File: config.mk
export PLATFORM = sky130hd
export DESIGN_NAME = fir_xifu_lsu_ctrl
export DESIGN_NICKNAME = d
export VERILOG_FILES = /design/src/rtl/fir_xifu_lsu_ctrl.sv
export SDC_FILE = /design/constraint.sdc
export NUM_CORES = 1
export LEC_CHECK = 0
export ABC_AREA = 1
export CORE_AREA = 2 2 113 115
export DETAILED_ROUTE_END_ITERATION = 6
export DIE_AREA = 0 0 115 117
export GPL_ROUTABILITY_DRIVEN = 1
export PLACE_DENSITY_LB_ADDON = 0.25
export REMOVE_ABC_BUFFERS = 1
export SLEW_MARGIN = 20
export SYNTH_ARGS = -nofsm -noshare
export SYNTH_HDL_FRONTEND = slang
export SYNTH_SLANG_ARGS = --single-unit
File: constraint.sdc
create_clock -name clk_i -period 1.85 [get_ports clk_i]
set_input_delay 0.37 -clock clk_i [delete_from_list [all_inputs] [get_ports clk_i]]
set_output_delay 0.37 -clock clk_i [all_outputs]
set_load 0.02 [all_outputs]
File: src/rtl/fir_xifu_lsu_ctrl.sv
// ============================================================================
// Module   : fir_xifu_lsu_ctrl
// Brief    : Single-outstanding XIF load/store controller with commit tracking.
//            Optional WAIT_RESULT timeout enabled by FIR_XIFU_LSU_TIMEOUT_EN.
// Revision : 1.0 - initial release
// ============================================================================
`default_nettype none

module fir_xifu_lsu_ctrl #(
    parameter int ID_WIDTH       = 4,
    parameter int TIMEOUT_CYCLES = 64
) (
    input  logic                clk_i,
    input  logic                rst_i,
    input  logic                clear_i,

    input  logic                req_valid_i,
    output logic                req_ready_o,
    input  logic                req_we_i,
    input  logic [ID_WIDTH-1:0] req_id_i,
    input  logic [31:0]         req_addr_i,
    input  logic [31:0]         req_wdata_i,

    input  logic                commit_valid_i,
    input  logic [ID_WIDTH-1:0] commit_id_i,
    input  logic                commit_kill_i,

    output logic                mem_valid_o,
    input  logic                mem_ready_i,
    output logic                mem_we_o,
    output logic [ID_WIDTH-1:0] mem_id_o,
    output logic [31:0]         mem_addr_o,
    output logic [31:0]         mem_wdata_o,

    input  logic                mem_result_valid_i,
    input  logic [ID_WIDTH-1:0] mem_result_id_i,
    input  logic [31:0]         mem_result_rdata_i,
    input  logic                mem_result_err_i,

    output logic                rsp_valid_o,
    output logic [ID_WIDTH-1:0] rsp_id_o,
    output logic [31:0]         rsp_rdata_o,
    output logic                rsp_err_o,

    output logic                stall_o,
    output logic                busy_o
);

    localparam int c_DEPTH = 2 ** ID_WIDTH;

    typedef enum logic [1:0] {
        IDLE        = 2'd0,
        WAIT_COMMIT = 2'd1,
        ISSUE       = 2'd2,
        WAIT_RESULT = 2'd3
    } state_t;

    generate
        if (ID_WIDTH < 1 || TIMEOUT_CYCLES < 1) begin : g_param_check
            $error("fir_xifu_lsu_ctrl: ID_WIDTH and TIMEOUT_CYCLES must be >= 1");
        end
    endgenerate

    state_t                r_state;
    logic [c_DEPTH-1:0]    r_committed;
    logic [c_DEPTH-1:0]    w_committed_nxt;
    logic                  r_we;
    logic [ID_WIDTH-1:0]   r_id;
    logic [31:0]           r_addr;
    logic [31:0]           r_wdata;
    logic                  r_killed;
    logic                  r_mem_valid;
    logic                  r_rsp_valid;
    logic [ID_WIDTH-1:0]   r_rsp_id;
    logic [31:0]           r_rsp_rdata;
    logic                  r_rsp_err;

    logic w_commit_hit;
    logic w_kill_hit;
    logic w_store_go;
    logic w_result_hit;
    logic w_timeout;

    assign w_commit_hit = commit_valid_i & ~commit_kill_i & (commit_id_i == r_id);
    assign w_kill_hit   = commit_valid_i &  commit_kill_i & (commit_id_i == r_id);
    assign w_store_go   = r_committed[req_id_i] |
                          (commit_valid_i & ~commit_kill_i & (commit_id_i == req_id_i));
    assign w_result_hit = mem_result_valid_i & (mem_result_id_i == r_id);

`ifdef FIR_XIFU_LSU_TIMEOUT_EN
    localparam int c_TMO_W = $clog2(TIMEOUT_CYCLES + 1);
    logic [c_TMO_W-1:0] r_tmo;

    always_ff @(posedge clk_i) begin
        if (rst_i || clear_i || r_state != WAIT_RESULT) begin
            r_tmo <= '0;
        end else begin
            r_tmo <= r_tmo + 1'b1;
        end
    end

    assign w_timeout = (r_state == WAIT_RESULT) &&
                       (r_tmo == c_TMO_W'(TIMEOUT_CYCLES - 1));
`else
    assign w_timeout = 1'b0;
`endif

    // Completion clears the entry first so a same-cycle commit for that ID still lands.
    always_comb begin
        w_committed_nxt = r_committed;
        if (r_state == WAIT_RESULT && (w_result_hit || w_timeout)) begin
            w_committed_nxt[r_id] = 1'b0;
        end
        if (commit_valid_i) begin
            w_committed_nxt[commit_id_i] = ~commit_kill_i;
        end
    end

    always_ff @(posedge clk_i) begin
        if (rst_i || clear_i) begin
            r_state     <= IDLE;
            r_committed <= '0;
            r_we        <= 1'b0;
            r_id        <= '0;
            r_addr      <= '0;
            r_wdata     <= '0;
            r_killed    <= 1'b0;
            r_mem_valid <= 1'b0;
            r_rsp_valid <= 1'b0;
            r_rsp_id    <= '0;
            r_rsp_rdata <= '0;
            r_rsp_err   <= 1'b0;
        end else begin
            r_committed <= w_committed_nxt;
            r_rsp_valid <= 1'b0;
            r_rsp_id    <= '0;
            r_rsp_rdata <= '0;
            r_rsp_err   <= 1'b0;

            case (r_state)
                IDLE: begin
                    if (req_valid_i) begin
                        r_we     <= req_we_i;
                        r_id     <= req_id_i;
                        r_addr   <= req_addr_i;
                        r_wdata  <= req_wdata_i;
                        r_killed <= 1'b0;
                        // Loads go out speculatively; stores wait for their commit.
                        if (!req_we_i || w_store_go) begin
                            r_state     <= ISSUE;
                            r_mem_valid <= 1'b1;
                        end else begin
                            r_state <= WAIT_COMMIT;
                        end
                    end
                end
                WAIT_COMMIT: begin
                    if (w_kill_hit) begin
                        r_state <= IDLE;
                    end else if (w_commit_hit) begin
                        r_state     <= ISSUE;
                        r_mem_valid <= 1'b1;
                    end
                end
                ISSUE: begin
                    if (mem_ready_i) begin
                        r_state     <= WAIT_RESULT;
                        r_mem_valid <= 1'b0;
                        if (w_kill_hit) begin
                            r_killed <= 1'b1;
                        end
                    end else if (w_kill_hit) begin
                        r_state     <= IDLE;
                        r_mem_valid <= 1'b0;
                    end
                end
                WAIT_RESULT: begin
                    if (w_kill_hit) begin
                        r_killed <= 1'b1;
                    end
                    if (w_result_hit || w_timeout) begin
                        r_state <= IDLE;
                        if (!r_killed && !w_kill_hit) begin
                            r_rsp_valid <= 1'b1;
                            r_rsp_id    <= r_id;
                            r_rsp_err   <= w_result_hit ? mem_result_err_i : 1'b1;
                            r_rsp_rdata <= (w_result_hit && !r_we) ? mem_result_rdata_i : 32'd0;
                        end
                    end
                end
                default: begin
                    r_state <= IDLE;
                end
            endcase
        end
    end

    assign req_ready_o = (r_state == IDLE);
    assign busy_o      = (r_state != IDLE);
    assign stall_o     = req_valid_i & ~req_ready_o;
    assign mem_valid_o = r_mem_valid;
    assign mem_we_o    = r_we;
    assign mem_id_o    = r_id;
    assign mem_addr_o  = r_addr;
    assign mem_wdata_o = r_wdata;
    assign rsp_valid_o = r_rsp_valid;
    assign rsp_id_o    = r_rsp_id;
    assign rsp_rdata_o = r_rsp_rdata;
    assign rsp_err_o   = r_rsp_err;

endmodule

`default_nettype wire

==> results_dict.tcl, run 1 <==
set metrics [dict create \
    start_util 0.411 \
    cts.sinks 127 \
    clock_path_buffers 2 \
    drtIter0Drc 400 \
    critPathMaxFanout 4 \
    dr.pass1.iters 4 \
    post_dp_cell_area_um2 7830 \
    vdd_drop_max_mv 0.499 \
    core_area_um2 12300 \
    synth_top_area_share 0.503 \
    hold_viol_final 0 \
    synth.ff_latch_count 127 \
    place_inst 1085 \
    max_slew_margin 0.740 \
    overflow 0 \
    yosys_warnings 0 \
    seq_area_um2 2550 \
    path_cells "inv_1 -> ha_2 -> clkdlybuf4s15_1" \
    fp.dieH_um 117 \
    cp-start-kind "flip-flop" \
    cts_root_buf "clkbuf_16" \
    numCtsBuffers 17 \
    setup_viol 0 \
    io_pins 229 \
    fin_area_um2 8460 \
    critPathKind "reg -> out" \
    slowest_delay_ns 0.32 \
    drive_above_1_share 0.129 \
    rsz0062_at_grt "no" \
    ant_nets 0 \
    drv_cap 0 \
    nFillCells 1054 \
    antenna_found_initial 0 \
    fin_nets 1076 \
    syn_inst 691 \
    min_period_ns 1.78 \
    yosys.area.top_type "dfxtp_1" \
    die-area_um2 13500 \
    area_growth_pct 67.2 \
    drc 0 \
    cts_tree "yes" \
    vias 5269 \
    syn_area_um2 5060 \
    dieWidth_um 115 \
    layout.cells.non_filler 1117 \
    cts_hold_buf 0 \
    gp_congestion 0.914 \
    required_ns 1.48 \
    clk_latency_ns 0.41 \
    post-route-period-util 0.964 \
    min_path_type "reg -> reg" \
    timing.hold.ws_ns 0.458 \
    slew_viol_final 0 \
    tightestPinTransition_ns 0.389 \
    critPathSlowestCell "dfxtp_1" \
    leakage_nw 3.58 \
    critPathBufInv 2 \
    rows 41 \
    grt_pass1_vias 4907 \
    vias_per_cell 4.72 \
    track_usage 0.231 \
    multi_input_area_um2 2100 \
    grt_pass1_wl_mm 24.2 \
    wl_mm 15.7 \
    antenna_cells 0 \
    h-tree-depth 4 \
    max_freq_mhz 561 \
    finClkSkew_ns 0.00825 \
    io_buffers 228 \
    worstPathArrival_ns 1.41 \
    synth_cell_types 25 \
    place_hpwl_mm 11.5 \
    synth_area_leaders "dfxtp_1 50%, nor2_1 12%, o21ai_0 8.4%" \
    power_density_nw_per_um2 911 \
    synth.avg_cell_area_um2 7.32 \
    end_kind "output pin" \
    status "complete, no violations" \
    crit_family "buffers and inverters" \
    clk_pin_slew_ns 0.06 \
    grt_max_degree 33 \
    wl_per_cell_um 14.0 \
    ys_seq_area_frac 0.503 \
]
## path summary, 6_finish.rpt
path                              start                          to  slack (ns)  depth (start not counted)
max             r_state[1]$_SDFFE_PP0P_                 req_ready_o        0.07                          3
min          r_committed[12]$_SDFF_PP0_  r_committed[12]$_SDFF_PP0_        0.46                          2
max reg2reg    mem_id_o[0]$_SDFFE_PP0P_    mem_valid_o$_SDFFE_PP0P_        0.26                         12
min reg2reg  r_committed[12]$_SDFF_PP0_  r_committed[12]$_SDFF_PP0_        0.46                          2
## logic make-up after synthesis
kind of cell,after synthesis,synth area share
simple gates,339,0.287
flops,127,0.503
compound gates,114,0.116
buf+inv,106,0.0834
fa+ha+maj,4,0.00990
xor+xnor,1,0.00173
## cell usage after synthesis
cell type	number
a21boi_2	1
nand3_4	1
o21ai_1	2
o211ai_1	2
a21oi_1	23
a211oi_1	1
nand3_1	35
inv_2	11
buf_1	4
buf_6	3
clkinv_1	3
nor3_1	5
dfxtp_1	127
nand2_1	104
inv_1	63
nand2_4	1
o21ai_0	85
nor2_2	29
nor2_1	162
clkbuf_1	21
ha_1	4
buf_2	1
nand4_4	1
xnor2_1	1
nor2_8	1
## power by group
group	total, W	leakage [nW]	internal [W]	switching [W]
clock	0.00362	0.305	0.00243	0.00119
sequential	0.00289	1.03	0.00283	0.0000531
combinational	0.00120	2.24	0.000594	0.000607
total	0.00770	3.58	0.00585	0.00185
## cell usage in the layout (no fill, tap or decap), drive strengths merged
cell	instances
clkbuf	22
a211oi	1
buf	47
dlygate4sd2	4
clkdlybuf4s15	1
clkinvlp	2
clkinv	5
xnor2	1
nand2	105
nand3	36
nor2	192
o21ai	87
ha	4
nand4	1
inv	75
bufinv	5
o211ai	2
nor3	5
clkdlybuf4s50	221
a21boi	1
a21oi	23
dfxtp	127
## per-layer routing
layer / part of all wire / routed length [µm] / global-route usage
met5: 0 / 0 / 0
met2: 0.51 / 8010 / 0.407
met3: 0.073 / 1150 / 0.0618
met1: 0.40 / 6250 / 0.272
met4: 0.017 / 264 / 0.0851
## registers in the layout, indices dropped and copies added, names as in the netlist
| name | flops |
|---|---|
| mem_wdata_o | 32 |
| mem_we_o | 1 |
| r_state | 2 |
| mem_id_o | 4 |
| r_committed | 16 |
| mem_valid_o | 1 |
| rsp_rdata_o | 32 |
| mem_addr_o | 32 |
| rsp_valid_o | 1 |
| rsp_id_o | 4 |
| r_killed | 1 |
| rsp_err_o | 1 |
## timing repair
item	CTS	global route
gates resized for setup	13	5
endpoints found under the setup margin	7	6
setup buffers	0	0
## tightest hold or removal path: cells and delay by family (launching register included)
kind | cells | cell delay (ns)
simple gates | 1 | 0.06
compound gates | 1 | 0.05
flops | 1 | 0.31
## cell type report
cell class,count,share of cell area
Clock buffer,22,0.0537
Clock inverter,10,0.0217
Inverter,77,0.0342
Multi-Input combinational cell,458,0.249
Sequential cell,127,0.301
Tap cell,150,0.0222
Timing Repair Buffer,273,0.318
## stage by stage
step | TNS [ns] | total power (W) | util | setup WS [ns]
final | 0 | 0.00770 | 0.687 | 0.0671
after global routing | 0 | 0.00799 | 0.687 | 0.00539
after CTS | 0 | 0.00776 | 0.688 | 0.000893
after detailed placement | -6.02 | 0.00414 | 0.636 | -0.153
after global placement | -5.19 | 0.00413 | 0.636 | -0.126
after floorplan | -75.47 | 0.00346 | - | -0.828
No activity file was read; power rests on OpenSTA's default activity.
==> run 2: changes to the inputs <==
--- a/config.mk
+++ b/config.mk
@@ -6,9 +6,9 @@
 export NUM_CORES = 1
 export LEC_CHECK = 0
 export ABC_AREA = 1
-export CORE_AREA = 2 2 113 115
+export CORE_AREA = 2 2 93 140
 export DETAILED_ROUTE_END_ITERATION = 6
-export DIE_AREA = 0 0 115 117
+export DIE_AREA = 0 0 95 142
 export GPL_ROUTABILITY_DRIVEN = 1
 export PLACE_DENSITY_LB_ADDON = 0.25
 export REMOVE_ABC_BUFFERS = 1
==> results_dict.tcl, run 2 (synthesis gave the netlist of run 1 again) <==
set metrics [dict create \
    end_kind "output pin" \
    layout.cells.non_filler 1125 \
    cts.sinks 127 \
    reg2reg_depth 8 \
    overflow 0 \
    dieWidth_um 95 \
    drive_above_1_share 0.131 \
    ant_nets 0 \
    area_growth_pct 66.8 \
    multi_input_area_um2 2100 \
    h-tree-depth 4 \
    gp_congestion 0.896 \
    timing.hold.ws_ns 0.457 \
    start_util 0.410 \
    final_cell_mix "221 x clkdlybuf4s50_1, 161 x nor2_1, 126 x dfxtp_1, 103 x nand2_1, 85 x o21ai_0" \
    holdPathStages 2 \
    place_hpwl_mm 11.5 \
    die-area_um2 13500 \
    setup_viol 0 \
    seq_area_um2 2540 \
    cts_tree "yes" \
    post-route-period-util 0.965 \
    grt_pass1_wl_mm 24.2 \
    wl_mm 15.5 \
    final_common_cell "clkdlybuf4s50_1" \
    slew_viol_final 0 \
    min_path_type "reg -> reg" \
    rows 50 \
    io_pins 229 \
    rsz0062_at_grt "no" \
    required_ns 1.48 \
    max_freq_mhz 560 \
    cts_root_buf "clkbuf_16" \
    antenna_cells 0 \
    fp.dieH_um 142 \
    clk_pin_slew_ns 0.06 \
    wl_per_cell_um 13.8 \
    clk_latency_ns 0.41 \
    clock_path_buffers 2 \
    dpl_worst_slack_ns -0.219 \
    place_inst 1093 \
    vias 5336 \
    track_usage 0.232 \
    worstPathArrival_ns 1.41 \
    final_util 0.684 \
    antenna_found_initial 0 \
    cts_setup_buffers 0 \
    tightestPinTransition_ns 0.402 \
    max_slew_margin 0.731 \
    drtIter0Drc 163 \
    critPathMaxFanout 4 \
    min_period_ns 1.78 \
    critPathKind "reg -> out" \
    dr.pass1.iters 4 \
    cp-start-kind "flip-flop" \
    grt_pass1_vias 5110 \
    vias_per_cell 4.74 \
    vdd_drop_max_mv 0.758 \
    core_area_um2 12300 \
    fin_nets 1078 \
    setup_ws_ns 0.0655 \
    finClkSkew_ns 0.0105 \
    power_density_nw_per_um2 898 \
    drv_cap 0 \
    grt_max_degree 43 \
    hold_viol_final 0 \
    status "complete, no violations" \
    io_buffers 228 \
    leakage_nw 3.57 \
    numCtsBuffers 17 \
    nFillCells 1050 \
    drc 0 \
    finalPower_w 0.00757 \
]
## run 2: cell types whose count changed in the layout (fill, tap and decap cells not counted), sizes merged
cell	delta
clkinv	+4
clkbuf	-3
buf	+2
bufinv	-1
## run 2: stage by stage
stage | area (µm²) | TNS (ns)
global route | 8440 | 0
CTS | 8430 | 0
detailed placement | 7830 | -8.46
floorplan | 4920 | -75.47
finish | 8440 | 0
global placement | 7830 | -6.09
## run 2: worst max-delay path, stage by stage (launching register included)
cell	delay, ns
dfxtp_1	0.33
inv_1	0.12
ha_1	0.23
clkdlybuf4s15_1	0.32
## run 2: path summary, 6_finish.rpt
path / slack (ns) / start / to
hold / removal: 0.46 / r_committed[10]$_SDFF_PP0_ / r_committed[10]$_SDFF_PP0_
setup / recovery: 0.07 / r_state[1]$_SDFFE_PP0P_ / req_ready_o
setup reg to reg: 0.19 / r_state[1]$_SDFFE_PP0P_ / mem_valid_o$_SDFFE_PP0P_
hold reg to reg: 0.46 / r_committed[10]$_SDFF_PP0_ / r_committed[10]$_SDFF_PP0_
## run 2: cell type report
class	instances	area share
clock buffer	19	0.0513
clock inverter	13	0.0224
inverter	77	0.0343
multi-input combinational	458	0.249
sequential	127	0.302
tap	156	0.0231
timing repair buffer	275	0.318
## run 2: routing by layer
metal  GRT usage  share of wire  up-vias
li1            -              -     2687
met1       0.242           0.37     2358
met2       0.396           0.49      256
met3      0.0990           0.10       35
met4       0.110          0.034        0
met5           0              0        -
## run 2: power breakdown
group          leakage [nW]  internal [W]  total [W]  switching (W)
logic                  2.24      0.000584    0.00120       0.000613
registers              1.03       0.00283    0.00288      0.0000507
clock network         0.298       0.00226    0.00349        0.00123
## run 2: what timing repair did
item / 4_1_cts / 5_1_grt
gates resized for setup: 13 / 3
setup endpoints to repair: 7 / 6
pin swaps: 0 / 0
hold buffers: 0 / 0
==> run 3: changes to the inputs <==
--- a/config.mk
+++ b/config.mk
@@ -6,13 +6,14 @@
 export NUM_CORES = 1
 export LEC_CHECK = 0
 export ABC_AREA = 1
+export ABC_CLOCK_PERIOD_IN_PS = 1850
 export CORE_AREA = 2 2 93 140
 export DETAILED_ROUTE_END_ITERATION = 6
 export DIE_AREA = 0 0 95 142
 export GPL_ROUTABILITY_DRIVEN = 1
 export PLACE_DENSITY_LB_ADDON = 0.25
 export REMOVE_ABC_BUFFERS = 1
-export SLEW_MARGIN = 20
+export SKIP_LAST_GASP = 1
 export SYNTH_ARGS = -nofsm -noshare
 export SYNTH_HDL_FRONTEND = slang
 export SYNTH_SLANG_ARGS = --single-unit
==> results_dict.tcl, run 3 (synthesis gave the netlist of run 1 again) <==
set metrics [dict create \
    pwr-share-comb 0.158 \
    worst-r2r-setup-slack_ns 0.19 \
    max_slew_margin 0.731 \
    clk_latency_ns 0.41 \
    status "complete, no violations" \
    holdPathStages 2 \
    hold_viol_final 0 \
    clk_pin_slew_ns 0.06 \
    drtIter0Drc 163 \
    dr.pass1.iters 4 \
    finClkSkew_ns 0.0105 \
    whs_endpoint "r_committed[10]$_SDFF_PP0_" \
    vias 5336 \
    p_switching_w 0.00190 \
    antenna_found_initial 0 \
    grt_pass1_vias 5110 \
    ant_nets 0 \
    worstPathArrival_ns 1.41 \
    io_buffers 228 \
    h-tree-depth 4 \
    overflow 0 \
    p_clk_frac 0.461 \
    cts_root_buf "clkbuf_16" \
    antenna_cells 0 \
    cts.sinks 127 \
    fin_nets 1078 \
    drive_above_1_share 0.131 \
    setup_ws_ns 0.0655 \
    wl_per_cell_um 13.8 \
    drv_cap 0 \
    leakage_nw 3.56 \
    wl_mm 15.5 \
    grt_pass1_wl_mm 24.2 \
    cts_tree "yes" \
    start_util 0.410 \
    critPathKind "reg -> out" \
    reg2reg_from "r_state[1]$_SDFFE_PP0P_" \
    critPathMaxFanout 4 \
    r2r_end "mem_valid_o$_SDFFE_PP0P_" \
    power_density_nw_per_um2 898 \
    hp-start "r_committed[10]$_SDFF_PP0_" \
    numCtsBuffers 17 \
    vias_per_cell 4.74 \
    internal_power_w 0.00568 \
    drc 0 \
    rsz0062_at_grt "yes" \
    reg2reg_depth 8 \
    min_path_type "reg -> reg" \
    switching_share 0.251 \
    dieWidth_um 95 \
    grt_max_degree 43 \
    io_pins 229 \
    p_seq_frac 0.381 \
    post-route-period-util 0.965 \
    max_freq_mhz 560 \
    final_util 0.684 \
    tightestPinTransition_ns 0.402 \
    nFillCells 1050 \
    dpl_worst_slack_ns -0.219 \
    vdd_drop_max_mv 0.758 \
    core_area_um2 12300 \
    final_cell_mix "221 x clkdlybuf4s50_1, 161 x nor2_1, 126 x dfxtp_1, 103 x nand2_1, 85 x o21ai_0" \
    die-area_um2 13500 \
    end_kind "output pin" \
    slew_viol_final 0 \
    required_ns 1.48 \
    clock_path_buffers 2 \
    final_common_cell "clkdlybuf4s50_1" \
    min_period_ns 1.78 \
    place_hpwl_mm 11.5 \
    rows 50 \
    gp_congestion 0.896 \
    area_growth_pct 66.8 \
    setup_viol 0 \
    track_usage 0.232 \
    fp.dieH_um 142 \
    cp-start-kind "flip-flop" \
]
## run 3: changes by cell type in the layout (fill, tap and decap cells not counted)
cell / before / now
buf_2: 2 / 1
clkbuf_2: 0 / 1
## run 3: worst max-delay path: stages (launching register included)
cell and delay [ns]:
dfxtp_1 0.33, inv_1 0.12, ha_1 0.23, clkdlybuf4s15_1 0.32
## run 3: power groups by stage
stage | sequential [W] | clock, W | combinational (W)
floorplan | 0.00305 | 0 | 0.000414
global placement | 0.00294 | 0 | 0.00119
detailed placement | 0.00294 | 0 | 0.00120
CTS | 0.00288 | 0.00357 | 0.00120
global route | 0.00289 | 0.00370 | 0.00131
finish | 0.00288 | 0.00349 | 0.00120
## run 3: area by class of cell
type                    instances  area, µm²  share of cell area
multi-input cells             458       2100               0.249
clock inverters                13        189              0.0224
inverters                      77        289              0.0343
well taps                     156        195              0.0231
clock buffers                  19        433              0.0513
flip-flops and latches        127       2540               0.302
repair buffers                275       2680               0.318
## run 3: metrics by stage
step                      area, µm²  total power [W]  TNS [ns]  hold slack (ns)  std cells
final                          8440          0.00757         0            0.457       1125
after floorplan                4920          0.00346    -75.47            0.433        662
after global routing           8440          0.00790  -0.00705            0.484       1125
after CTS                      8430          0.00765   -0.0947            0.456       1125
after detailed placement       7830          0.00414     -8.46            0.448       1093
after global placement         7830          0.00412     -6.09            0.446       1093
## run 3: worst max-delay path by stage
| stage | slack (ns) | cells after the start | to | startpoint |
|---|---|---|---|---|
| after floorplan | -0.83 | 6 | mem_addr_o[0]$_SDFFE_PP0P_ | r_state[0]$_SDFFE_PP0P_ |
| after global placement | -0.17 | 13 | mem_valid_o$_SDFFE_PP0P_ | commit_id_i[2] |
| after detailed placement | -0.22 | 13 | mem_valid_o$_SDFFE_PP0P_ | commit_id_i[2] |
| after CTS | -0.09 | 4 | stall_o | r_state[0]$_SDFFE_PP0P_ |
| after global routing | -0.007 | 4 | stall_o | r_state[1]$_SDFFE_PP0P_ |
| final | 0.07 | 3 | req_ready_o | r_state[1]$_SDFFE_PP0P_ |
## run 3: per-layer routing
| layer | vias to the layer above | GRT usage | share of wire |
|---|---|---|---|
| met5 | - | 0 | 0 |
| met1 | 2358 | 0.242 | 0.37 |
| met2 | 256 | 0.396 | 0.49 |
| met3 | 35 | 0.0990 | 0.10 |
| met4 | 0 | 0.110 | 0.034 |
| li1 | 2687 | - | - |
## run 3: repair_timing
item / in CTS / in global routing
endpoints found under the setup margin: 7 / 7
gates resized for setup: 10 / 5
pin swaps: 0 / 0
setup buffers: 0 / 0
hold buffers: 0 / 0
